File: config.mk
export PLATFORM = sky130hd
export DESIGN_NAME = sprite_plotter
export DESIGN_NICKNAME = d
export VERILOG_FILES = /design/src/rtl/sprite_pkg.sv /design/src/rtl/sprite_rom.sv /design/src/rtl/sprite_plotter.sv
export SDC_FILE = /design/constraint.sdc
export NUM_CORES = 1
export LEC_CHECK = 0
export CORE_ASPECT_RATIO = 0.7
export CORE_UTILIZATION = 50
export CTS_BUF_LIST = sky130_fd_sc_hd__clkbuf_8
export CTS_CLUSTER_DIAMETER = 120
export CTS_CLUSTER_SIZE = 12
export DETAILED_ROUTE_END_ITERATION = 6
export MAX_ROUTING_LAYER = met4
export PLACE_DENSITY = 0.72
export SYNTH_ARGS = -nofsm -noshare
export SYNTH_HDL_FRONTEND = slang
export SYNTH_SLANG_ARGS = --single-unit
File: constraint.sdc
create_clock -name clock -period 14.24 [get_ports clock]
set_clock_uncertainty 0.2 [all_clocks]
set_input_delay 3.56 -clock clock [delete_from_list [all_inputs] [get_ports clock]]
set_output_delay 3.56 -clock clock [all_outputs]
set_load 0.005 [all_outputs]
File: src/rtl/sprite_pkg.sv
// Shared types and constants for the sprite plotter: colours, FSM states and the 4-frame sprite table.
// Frame order: 0 right, 1 left, 2 up, 3 down; bit [SPRITE_W_DEFAULT-1] of each row is column 0.
package sprite_pkg;

    localparam int SPRITE_W_DEFAULT = 5;

    localparam logic [2:0] BLACK  = 3'b000;
    localparam logic [2:0] YELLOW = 3'b110;
    localparam logic [2:0] BLUE   = 3'b001;

    typedef enum logic [1:0] {
        IDLE  = 2'd0,
        ERASE = 2'd1,
        DRAW  = 2'd2,
        DONE  = 2'd3
    } state_e;

    // Left is the right frame mirrored; down is it transposed; up is down flipped vertically.
    localparam logic [SPRITE_W_DEFAULT-1:0] SPRITE_TABLE [4][SPRITE_W_DEFAULT] = '{
        '{5'b01110, 5'b11111, 5'b11100, 5'b11111, 5'b01110},
        '{5'b01110, 5'b11111, 5'b00111, 5'b11111, 5'b01110},
        '{5'b01010, 5'b11011, 5'b11111, 5'b11111, 5'b01110},
        '{5'b01110, 5'b11111, 5'b11111, 5'b11011, 5'b01010}
    };

    function automatic logic [2:0] pixel_color(input logic lit);
        return lit ? YELLOW : BLACK;
    endfunction

endpackage

File: src/rtl/sprite_rom.sv
// Combinational sprite lookup: (frame, row, col) -> 3-bit colour.
// Coordinates outside the stored table read as BLACK.
module sprite_rom
    import sprite_pkg::*;
#(
    parameter int CW = 3
) (
    input  logic [1:0]    sel_i,
    input  logic [CW-1:0] row_i,
    input  logic [CW-1:0] col_i,
    output logic [2:0]    color_o
);

    localparam int BW = $clog2(SPRITE_W_DEFAULT);

    logic [SPRITE_W_DEFAULT-1:0] row_bits_s;
    logic [BW-1:0]               bit_idx_s;

    // Table read with column 0 stored in the row's most significant bit.
    always_comb begin
        row_bits_s = '0;
        bit_idx_s  = '0;
        color_o    = BLACK;
        if ((int'(row_i) < SPRITE_W_DEFAULT) && (int'(col_i) < SPRITE_W_DEFAULT)) begin
            row_bits_s = SPRITE_TABLE[sel_i][BW'(row_i)];
            bit_idx_s  = BW'(SPRITE_W_DEFAULT - 1) - BW'(col_i);
            color_o    = pixel_color(row_bits_s[bit_idx_s]);
        end else begin
            color_o    = BLACK;
        end
    end

endmodule

File: src/rtl/sprite_plotter.sv
// Erase-then-draw sprite pixel initiator for a 160x120 3-bit VGA pixel sink, one pixel per clock.
// Optional SPRITE_TRANSPARENT_EN: black sprite pixels are skipped (plot=0) during the draw pass.
module sprite_plotter
    import sprite_pkg::*;
#(
    parameter int SPRITE_W = SPRITE_W_DEFAULT,
    parameter int SCREEN_W = 160,
    parameter int SCREEN_H = 120
) (
    input  logic       clock,
    input  logic       reset,
    input  logic       start,
    input  logic [7:0] old_x,
    input  logic [8:0] old_y,
    input  logic [7:0] new_x,
    input  logic [8:0] new_y,
    input  logic [1:0] sprite_sel,
    input  logic       erase_en,
    input  logic [2:0] bg_color,
    output logic [7:0] x,
    output logic [8:0] y,
    output logic [2:0] color,
    output logic       plot,
    output logic       busy,
    output logic       done
);

    localparam int            CW    = (SPRITE_W > 1) ? $clog2(SPRITE_W) : 1;
    localparam logic [CW-1:0] LAST  = CW'(SPRITE_W - 1);
    localparam logic [8:0]    SCR_W = 9'(SCREEN_W);
    localparam logic [9:0]    SCR_H = 10'(SCREEN_H);

    state_e        state_q, state_d;
    logic [CW-1:0] row_q, row_d;
    logic [CW-1:0] col_q, col_d;
    logic [7:0]    ox_q, ox_d;
    logic [8:0]    oy_q, oy_d;
    logic [7:0]    nx_q, nx_d;
    logic [8:0]    ny_q, ny_d;
    logic [1:0]    sel_q, sel_d;
    logic [2:0]    bg_q, bg_d;

    logic [7:0]    x_q, x_d;
    logic [8:0]    y_q, y_d;
    logic [2:0]    color_q, color_d;
    logic          plot_q, plot_d;
    logic          busy_q, busy_d;
    logic          done_q, done_d;

    logic [7:0]    base_x_s;
    logic [8:0]    base_y_s;
    logic [8:0]    sum_x_s;
    logic [9:0]    sum_y_s;
    logic          on_screen_s;
    logic [2:0]    rom_color_s;

    // The ROM is addressed with the next pixel so its colour lands in the output register.
    sprite_rom #(
        .CW (CW)
    ) u_rom (
        .sel_i   (sel_d),
        .row_i   (row_d),
        .col_i   (col_d),
        .color_o (rom_color_s)
    );

    // Next-state, raster counters and request latch.
    always_comb begin
        state_d = state_q;
        row_d   = row_q;
        col_d   = col_q;
        ox_d    = ox_q;
        oy_d    = oy_q;
        nx_d    = nx_q;
        ny_d    = ny_q;
        sel_d   = sel_q;
        bg_d    = bg_q;
        case (state_q)
            IDLE: begin
                if (start) begin
                    ox_d    = old_x;
                    oy_d    = old_y;
                    nx_d    = new_x;
                    ny_d    = new_y;
                    sel_d   = sprite_sel;
                    bg_d    = bg_color;
                    row_d   = '0;
                    col_d   = '0;
                    state_d = erase_en ? ERASE : DRAW;
                end else begin
                    state_d = IDLE;
                end
            end
            ERASE, DRAW: begin
                if ((row_q == LAST) && (col_q == LAST)) begin
                    row_d   = '0;
                    col_d   = '0;
                    state_d = (state_q == ERASE) ? DRAW : DONE;
                end else if (col_q == LAST) begin
                    col_d   = '0;
                    row_d   = row_q + CW'(1);
                end else begin
                    col_d   = col_q + CW'(1);
                end
            end
            DONE: begin
                state_d = IDLE;
            end
            default: begin
                state_d = IDLE;
            end
        endcase
    end

    // Pixel for the next cycle; sums are widened so off-screen pixels never wrap back on.
    always_comb begin
        base_x_s    = (state_d == ERASE) ? ox_d : nx_d;
        base_y_s    = (state_d == ERASE) ? oy_d : ny_d;
        sum_x_s     = {1'b0, base_x_s} + 9'(col_d);
        sum_y_s     = {1'b0, base_y_s} + 10'(row_d);
        on_screen_s = (sum_x_s < SCR_W) && (sum_y_s < SCR_H);
        x_d         = x_q;
        y_d         = y_q;
        color_d     = color_q;
        plot_d      = 1'b0;
        if (state_d == ERASE) begin
            x_d     = sum_x_s[7:0];
            y_d     = sum_y_s[8:0];
            color_d = bg_d;
            plot_d  = on_screen_s;
        end else if (state_d == DRAW) begin
            x_d     = sum_x_s[7:0];
            y_d     = sum_y_s[8:0];
            color_d = rom_color_s;
`ifdef SPRITE_TRANSPARENT_EN
            plot_d  = on_screen_s && (rom_color_s != BLACK);
`else
            plot_d  = on_screen_s;
`endif
        end else begin
            plot_d  = 1'b0;
        end
        busy_d = (state_d != IDLE);
        done_d = (state_d == DONE);
    end

    // State and registered outputs; reset aborts any pass in progress.
    always_ff @(posedge clock) begin
        if (reset) begin
            state_q <= IDLE;
            row_q   <= '0;
            col_q   <= '0;
            ox_q    <= 8'd0;
            oy_q    <= 9'd0;
            nx_q    <= 8'd0;
            ny_q    <= 9'd0;
            sel_q   <= 2'd0;
            bg_q    <= 3'd0;
            x_q     <= 8'd0;
            y_q     <= 9'd0;
            color_q <= 3'd0;
            plot_q  <= 1'b0;
            busy_q  <= 1'b0;
            done_q  <= 1'b0;
        end else begin
            state_q <= state_d;
            row_q   <= row_d;
            col_q   <= col_d;
            ox_q    <= ox_d;
            oy_q    <= oy_d;
            nx_q    <= nx_d;
            ny_q    <= ny_d;
            sel_q   <= sel_d;
            bg_q    <= bg_d;
            x_q     <= x_d;
            y_q     <= y_d;
            color_q <= color_d;
            plot_q  <= plot_d;
            busy_q  <= busy_d;
            done_q  <= done_d;
        end
    end

    assign x     = x_q;
    assign y     = y_q;
    assign color = color_q;
    assign plot  = plot_q;
    assign busy  = busy_q;
    assign done  = done_q;

endmodule
==> flow_metrics.py <==
metrics = {
    "die": {
        "floorplan.rows": 26,
        "die_outline_width_um": 107,
        "area_of_the_core_mm2": 0.00742,
        "die_area_mm2": 0.00814,
        "floorplan.initialDensity": 0.524,
        "fp.dieH_um": 75.8,
        "ios": 66,
    },
    "drt": {
        "vias_per_cell": 5.63,
        "drcViolationCount": 0,
        "drtPass1Iterations": 5,
        "drt_wl_total_um": 9670,
        "detailedRoute.firstIterationViolations": 186,
        "routed-via-count": 3361,
        "routedWlPerCell_um": 16.2,
        "detail-route-antenna-nets": 0,
    },
    "power_and_ir_drop": {
        "p_int_uw": 358,
        "netSwitchingFraction": 0.282,
        "seq_power_share": 0.433,
        "max-vdd-ir-drop_v": 0.0000541,
        "total_leakage_power_nw": 1.97,
        "power_density_mw_per_mm2": 104,
        "p_clk_frac": 0.352,
        "combinationalPowerShare": 0.215,
        "power.net_switching_uw": 141,
        "fin_total_pwr_uw": 499,
    },
    "timing": {
        "worst_slew_pin_slew_ps": 810,
        "hold_ws_ps": 262,
        "rsz0062_at_grt": "no",
        "finalMaxSlewViolations": 0,
        "period_share": 0.630,
        "final.setup.tns_ps": 0,
        "timing_hold_violations_final": 0,
        "finalCriticalPeriod_ps": 8970,
        "count_of_endpoints_failing_setup_in_the_final_report": 0,
        "fmax_mhz": 111,
        "max_slew_margin": 0.446,
    },
    "synthesis": {
        "compound_cell_area_share_of_the_yosys_netlist": 0.174,
        "synth-edff-count": 0,
        "yosys.cell_count.top_type": "nor2_1",
        "synthMuxAreaShare": 0.157,
        "ys_async_sr_fraction": 0,
        "synth_top_area_frac": 0.360,
        "synth_seq_cells": 70,
        "adder_and_majority_gate_portion_of_the_synthesized_area": 0.0682,
        "netlist.top_cell.by_area": "dfxtp_1",
        "synth.top_cells.by_count": "nor2_1, dfxtp_1, mux2i_1, a21oi_1",
        "post_synth_xor_area_fraction": 0.0270,
        "synthFlopType": "dfxtp_1",
        "synthTopCellsByArea": "dfxtp_1, mux2i_1, nor2_1",
        "post_synth_and_or_nand_nor_area_fraction": 0.165,
        "synth_nets": 501,
        "combinational_family_with_the_most_area_after_synthesis": "compound AO/OA/AOI/OAI gates",
        "syn-instance-count": 438,
        "yosysWarningCount": 0,
        "mean_instance_size_in_the_synthesized_netlist_um2": 8.88,
        "syn-cell-area_mm2": 0.00389,
        "post_synth_num_cell_types": 66,
        "proportion_of_synthesized_chip_area_in_sequential_cells": 0.360,
    },
    "run_status": {
        "status": "finished clean",
    },
    "placement": {
        "placement.cell_area_mm2": 0.00457,
        "hpwl_detailed_um": 6980,
        "gp_routability_congestion": 0.917,
        "io_buffers": 65,
    },
    "clock_tree": {
        "clk_transition_reported_paths_ps": 80,
        "clock_insertion_delay_worst_skew_ps": 350,
        "cts_root_buf": "clkbuf_8",
        "postCtsHoldBufs": 0,
        "cts_buf_count": 9,
        "post_cts_resized": 0,
        "maximum_root_to_sink_buffer_count": 2,
        "tritoncts": "built",
        "tritoncts_num_sinks": 70,
        "postCtsSetupRepairBufs": 0,
        "ctsHtreeMaxLevel": 3,
    },
    "grt": {
        "grt_util_overall": 0.261,
        "initial_antenna_violation_count": 0,
        "grt_pass1_vias": 3149,
        "globalRouteOverflowTotal": 0,
        "grt_first_pass_wirelength_um": 15700,
        "grt_start_max_net_pins": 73,
    },
    "job": {
        "maxCapViolations": 0,
    },
    "final_layout": {
        "n_antenna_cell": 0,
        "syn_to_final_growth_pct": 23.1,
        "final_layout_size_suffix_gt1_frac": 0.0661,
        "number_of_nets_in_the_finished_design": 557,
        "final_util": 0.645,
        "post-route-cell-area_mm2": 0.00478,
    },
    "critical_path": {
        "crit_arrival_ps": 9010,
        "timing.critical_path.to_type": "register",
        "worst-endpoint-required_ps": 14280,
        "critical_path.max_fanout": 48,
        "crit_path_start_kind": "input port",
        "criticalPathCategory": "in -> reg",
    },
    "min_path": {
        "min_path_type": "reg -> reg",
    },
}
-- stage by stage --
step / instances / setup slack [ps]
3_3_place_gp: 581 / 5210
2_1_floorplan: 438 / 6560
4_1_cts: 597 / 5310
3_5_place_dp: 581 / 4970
5_1_grt: 597 / 4730
6_report: 597 / 5270
-- metal layers --
layer	global-route usage	vias to the layer above	wire, um
li1	-	1658	-
met1	0.349	1589	5010
met2	0.401	106	4110
met3	0.0693	8	465
met4	0.0518	0	75
met5	-	-	0
-- registers in the layout, indices dropped and copies added, names as in the netlist --
signal	count
ny_q	9
oy_q	9
y	9
nx_q	8
ox_q	8
x	8
bg_q	3
col_q	3
color	3
row_q	3
sel_q	2
state_q	2
busy	1
done	1
plot	1
-- cell usage in the layout, fill, tap and decap left out, drive strengths merged, types with 6 or more instances in the layout --
cell type / n
nor2: 81
dfxtp: 70
clkdlybuf4s50: 64
mux2i: 61
a21oi: 23
inv: 21
nand2: 21
ha: 18
o21ai: 16
a211oi: 11
clkbuf: 9
nand3: 8
xor2: 6
xnor2: 6
-- power by group through the flow --
stage               logic (mW)  clock network (mW)  registers (mW)
floorplan               0.0655                   0           0.220
global placement         0.105                   0           0.220
detailed placement       0.106                   0           0.221
CTS                      0.107               0.178           0.216
global route             0.118               0.188           0.218
finish                   0.107               0.176           0.216
-- area by class of cell --
class / count / area, um^2
fill: 647 / 2630
multi-input combinational: 324 / 2300
sequential: 70 / 1400
timing repair buffer: 68 / 668
clock buffer: 9 / 124
tap: 98 / 123
clock inverter: 7 / 90.1
inverter: 21 / 78.8
-- critical path: stages --
cell             delay (ps)
clkdlybuf4s50_1         630
and2_2                  200
buf_4                   580
a21oi_1                 260
inv_1                   140
ha_1                    640
clkinv_1                770
mux2i_1                 270
ha_1                    220
inv_1                    70
fa_1                    210
inv_1                    50
a21oi_1                 440
o211ai_1                170
a221oi_1                340
a41oi_1                 120
o21ai_0                 240
nor3_1                   70
-- cells by family after synthesis --
group	count (synthesis)
flip-flops	70
buffers and inverters	44
XOR/XNOR	12
AND/OR/NAND/NOR	139
adder cells (fa/ha/maj)	20
AO/OA/AOI/OAI	92
multiplexers	61
-- path summary, 6_finish.rpt --
kind,depth (start not counted),from,slack (ps),to
worst max-delay path,18,start,5270,plot$_SDFF_PP0_
worst min register to register,2,ny_q[8]$_SDFF_PP0_,260,ny_q[8]$_SDFF_PP0_
worst max register to register,19,state_q[0]$_SDFF_PP0_,8390,plot$_SDFF_PP0_
worst min-delay path,2,ny_q[8]$_SDFF_PP0_,260,ny_q[8]$_SDFF_PP0_
Note: power is estimated with default switching activity, not from simulation.
